File: config.mk
export PLATFORM = sky130hd
export DESIGN_NAME = rom_seq_reader
export DESIGN_NICKNAME = d
export VERILOG_FILES = /design/src/rtl/rom_seq_reader.sv
export SDC_FILE = /design/constraint.sdc
export NUM_CORES = 1
export LEC_CHECK = 0
export CORE_UTILIZATION = 35
export CTS_CLUSTER_SIZE = 24
export DETAILED_ROUTE_END_ITERATION = 10
export PLACE_DENSITY = 0.67
export SYNTH_ARGS = -nofsm -noshare
export SYNTH_HDL_FRONTEND = slang
export SYNTH_SLANG_ARGS = --single-unit
File: constraint.sdc
create_clock -name clk -period 2.2 [get_ports clk]
set_input_delay 0.22 -clock clk [delete_from_list [all_inputs] [get_ports clk]]
set_output_delay 0.22 -clock clk [all_outputs]
set_load 0.05 [all_outputs]
File: src/rtl/rom_seq_reader.sv
// rom_seq_reader: walks a range of ROM addresses on a start command and
// presents each registered word on a valid/ready stream.
// Optional feature macro: ROM_CHECKSUM_EN adds a running checksum output (csum).
module rom_seq_reader #(
    parameter int AW    = 4,
    parameter int DW    = 10,
    parameter int DEPTH = 10
) (
    input  logic          clk,
    input  logic          rst_n,
    input  logic          start,
    input  logic [AW-1:0] base_addr,
    input  logic [AW:0]   count,
    output logic [AW-1:0] rom_addr,
    output logic          rom_cs,
    output logic          rom_rd_en,
    input  logic [DW-1:0] rom_data,
    output logic [DW-1:0] out_data,
    output logic          out_valid,
    input  logic          out_ready,
    output logic          busy,
    output logic          done,
    output logic          err
`ifdef ROM_CHECKSUM_EN
    ,
    output logic [DW-1:0] csum
`endif
);

    localparam logic [AW-1:0] LAST = AW'(DEPTH - 1);
    localparam logic [AW:0]   ONE  = (AW+1)'(1);

    typedef enum logic [1:0] {IDLE, ISSUE, OUT, FIN} state_t;

    state_t        state, state_nx;
    logic [AW-1:0] addr;
    logic [AW:0]   remaining;
    logic          accept, reject, hshk, more;

    // rom_addr follows the burst pointer; the pointer only moves on the way
    // into ISSUE, so the address holds steady in every other state
    assign rom_addr = addr;
    assign more     = (remaining > ONE);

    // state register
    always_ff @(posedge clk or negedge rst_n) begin
        if (!rst_n) state <= IDLE;
        else        state <= state_nx;
    end

    // next-state logic and ROM strobes
    always_comb begin
        state_nx  = state;
        rom_cs    = 1'b0;
        rom_rd_en = 1'b0;
        accept    = 1'b0;
        reject    = 1'b0;
        hshk      = 1'b0;
        case (state)
            IDLE: begin
                if (start) begin
                    if (count == '0 || base_addr > LAST) begin
                        reject = 1'b1;
                    end else begin
                        accept   = 1'b1;
                        state_nx = ISSUE;
                    end
                end
            end
            ISSUE: begin
                rom_cs    = 1'b1;
                rom_rd_en = 1'b1;
                state_nx  = OUT;
            end
            OUT: begin
                // out_valid is always high in OUT, so ready alone completes the handshake
                if (out_ready) begin
                    hshk     = 1'b1;
                    state_nx = more ? ISSUE : FIN;
                end
            end
            FIN:     state_nx = IDLE;
            default: state_nx = IDLE;
        endcase
    end

    // burst datapath: pointer, word count, output register and status pulses
    always_ff @(posedge clk or negedge rst_n) begin
        if (!rst_n) begin
            addr      <= '0;
            remaining <= '0;
            out_data  <= '0;
            out_valid <= 1'b0;
            busy      <= 1'b0;
            done      <= 1'b0;
            err       <= 1'b0;
        end else begin
            done <= (state == FIN);
            err  <= reject;
            if (accept) begin
                addr      <= base_addr;
                remaining <= count;
                busy      <= 1'b1;
            end
            if (state == ISSUE) begin
                out_data  <= rom_data;
                out_valid <= 1'b1;
            end
            if (hshk) begin
                out_valid <= 1'b0;
                remaining <= remaining - ONE;
                if (more) addr <= (addr == LAST) ? '0 : addr + 1'b1;
            end
            if (state == FIN) busy <= 1'b0;
        end
    end

`ifdef ROM_CHECKSUM_EN
    // running sum of handshaked words, cleared when a new burst is accepted
    always_ff @(posedge clk or negedge rst_n) begin
        if (!rst_n)    csum <= '0;
        else if (accept) csum <= '0;
        else if (hshk)   csum <= csum + out_data;
    end
`endif

endmodule

==> metrics.json <==
{
  "ys_seq_elements": 25,
  "path_buf_inv": 1,
  "synth-edff-count": 0,
  "avgSynthCellArea_um2": 11.69,
  "vias_per_cell": 5.031,
  "dp_hpwl_um": 2145,
  "power.ir.vdd_worst_v": 0.0008426,
  "cell_area_after_synthesis_um2": 1192,
  "post_cts_hold_buffer_count": 0,
  "layout_worst_path_cycle_share_pct": 85.11,
  "worst_clock_skew_ns": 0.005297,
  "cells_after_synthesis": 102,
  "async_reset_ff_share_pct": 100.0,
  "timing.critical_path.from_type": "flip-flop",
  "grt_use_total_pct": 16.40,
  "grt_start_max_net_pins": 17,
  "antenna_found_initial": 0,
  "die_h_um": 60.37,
  "critPathCapture": "rom_addr[1]",
  "rrSetupSlack_ns": 0.42,
  "synth.yosys.seq_area_share_pct": 52.47,
  "cell_type_group_with_the_largest_total_delay_on_the_critical_path": "buffers and inverters",
  "worst_ep_required_time_ns": 1.98,
  "finalWirelength_um": 2738,
  "mapped_nets": 127,
  "ctsHtreeMaxLevel": 1,
  "layout-area-overhead-vs-synth_pct": 44.91,
  "buffer_ports.inserted": 42,
  "reg2reg_from": "state[1]$_DFFE_PN0P_",
  "arr_time_crit_path_ns": 1.65,
  "worst_r2r_path_depth": 4,
  "cpMaxStageDelayCell": "sky130_fd_sc_hd__clkdlybuf4s50_1",
  "run_status": "complete, no violations",
  "power-per-cell-area_nw_per_um2": 1544,
  "timing.final.crit_period_ns": 1.872,
  "cts_tree": "done",
  "cp-end-kind": "output port",
  "cts_resized": 0,
  "timing_worst_setup_path_type": "reg2out",
  "number_of_global_route_vias_before_repair": 934,
  "unrepaired_setup_endpoints_after_global_routing": "no",
  "gr-total-overflow": 0,
  "diodes": 0,
  "crit_path_max_fanout": 7,
  "worst-slew-pin-transition_ns": 0.5153,
  "ys_warn_count": 0,
  "finish.net_count": 175,
  "reg2reg_to": "rom_addr[1]$_DFF_PN0_",
  "setup-tns-final_ns": 0,
  "main_flop_type_after_synthesis": "sky130_fd_sc_hd__dfrtp_1",
  "dieArea_um2": 3645,
  "detail_route.wl_per_cell_um": 14.19,
  "layout-drive-gt1-share_pct": 17.45,
  "worstSetupStartpoint": "rom_addr[1]$_DFF_PN0_",
  "first_pass_iters": 4,
  "top_level_ports": 43,
  "crit_path_depth": 1,
  "numCtsBuffers": 3,
  "final_number_of_hold_violating_endpoints": 0,
  "ctsRootBufferMaster": "sky130_fd_sc_hd__clkbuf_4",
  "cts_setup_buffers": 0,
  "hold_class": "in2async",
  "total_number_of_vias": 971,
  "floorplan.initialDensity_pct": 37.82,
  "clkLatencyLatePin_ns": 0.32,
  "rows": 20,
  "cts.sinks": 25,
  "final_max_slew_viol_count": 0,
  "timing.max_cap.violations": 0,
  "relSlewSlack_pct": 65.54,
  "globalplace.congestion": 0.8520,
  "cts_max_path_buffers": 2,
  "utilization_pct": 54.80,
  "post_synth_num_cell_types": 40,
  "max_stage_delay_ns": 0.85,
  "max_clock_freq_ghz": 0.5341,
  "wire_length_of_the_first_global_routing_pass_um": 4374,
  "coreArea_um2": 3153,
  "clk_pin_slew_worst_paths_ns": 0.13,
  "fp.dieW_um": 60.37,
  "route.antenna.remaining_nets": 0,
  "detail_route.iter0.violations": 55,
  "leakagePower_nw": 0.7201,
  "timing.final.setup_violations": 0,
  "critical_path_cell_list": "clkdlybuf4s50_1",
  "detail_route.drc_violations": 0
}
## flip-flops by register name (all words and copies together), names as in the netlist
signal and cells:
busy 1, done 1, err 1, out_data 10, out_valid 1, remaining 5
rom_addr 4, state 2
## report_power, final
| part | switching (mW) | internal, mW | leakage (nW) |
|---|---|---|---|
| Sequential | 0.179 | 0.672 | 0.298 |
| Clock | 0.136 | 0.0682 | 0.0177 |
| Combinational | 0.967 | 0.645 | 0.404 |
## synthesized netlist by cell type, drive strengths merged (2+ instances only)
cell type,instances,share of area [%]
a211oi,2,2.3
a21oi,5,2.4
a22oi,3,1.9
buf,3,1.5
dfrtp,25,52
ha,2,2.1
inv,7,2.2
mux2,10,9.4
nand2,8,2.5
nand3,2,0.84
nor2,4,1.5
nor2b,3,1.6
nor3,2,0.84
o211ai,2,1.3
o21a,2,1.3
o21ai,2,0.84
## placed cells by master (no fill, tap or decap), types with 2 or more instances in the layout
cell                              instances
sky130_fd_sc_hd__mux2_2                  10
sky130_fd_sc_hd__buf_12                   2
sky130_fd_sc_hd__dfrtp_1                 25
sky130_fd_sc_hd__o21ai_0                  2
sky130_fd_sc_hd__inv_1                    7
sky130_fd_sc_hd__nor2b_1                  3
sky130_fd_sc_hd__a22oi_1                  3
sky130_fd_sc_hd__clkbuf_4                 3
sky130_fd_sc_hd__buf_4                    4
sky130_fd_sc_hd__o211ai_1                 2
sky130_fd_sc_hd__o21a_1                   2
sky130_fd_sc_hd__clkdlybuf4s50_1         40
sky130_fd_sc_hd__nor2_1                   3
sky130_fd_sc_hd__nand3_1                  2
sky130_fd_sc_hd__nand2_1                  8
sky130_fd_sc_hd__a21oi_1                  4
sky130_fd_sc_hd__ha_1                     2
sky130_fd_sc_hd__nor3_1                   2
## cells by family after synthesis
kind of cell / Yosys count / synth area share, %
adder cells (fa/ha/maj): 2 / 2.098
AO/OA/AOI/OAI: 28 / 18.36
flip-flops: 25 / 52.47
AND/OR/NAND/NOR: 26 / 13.12
buffers and inverters: 10 / 3.673
multiplexers: 11 / 10.28
## layout make-up
class	count	area, um2
fillers	298	1425
clock inverters	1	5.005
flip-flops and latches	25	625.6
multi-input cells	67	523.0
repair buffers	46	470.5
well taps	44	55.05
inverters	7	26.28
clock buffers	3	22.52
## worst min-delay path by stage
| stage | to |
|---|---|
| after floorplan | busy$_DFFE_PN0P_ |
| after global placement | out_valid$_DFFE_PN0P_ |
| after detailed placement | out_valid$_DFFE_PN0P_ |
| after CTS | remaining[3]$_DFFE_PN0P_ |
| after global routing | remaining[3]$_DFFE_PN0P_ |
| final | remaining[3]$_DFFE_PN0P_ |
## routing by layer
metal,track usage (%),up-vias,wire [um]
li1,-,471,-
met1,22.55,476,1249
met2,26.22,19,1383
met3,1.919,5,60
met4,6.977,0,44
met5,0,-,0
## per-stage QoR
stage	instance area [um2]	setup slack, ns	power, mW	cells	hold slack, ns
2_1_floorplan	1192	0.5627	1.913	102	-0.07559
3_3_place_gp	1700	0.2347	2.450	189	0.4808
3_5_place_dp	1700	0.2192	2.483	189	0.4846
4_1_cts	1728	0.3287	2.694	193	0.1905
5_1_grt	1728	0.2791	2.815	193	0.2197
6_report	1728	0.3276	2.668	193	0.1871
Note: power is estimated with default switching activity, not from simulation.
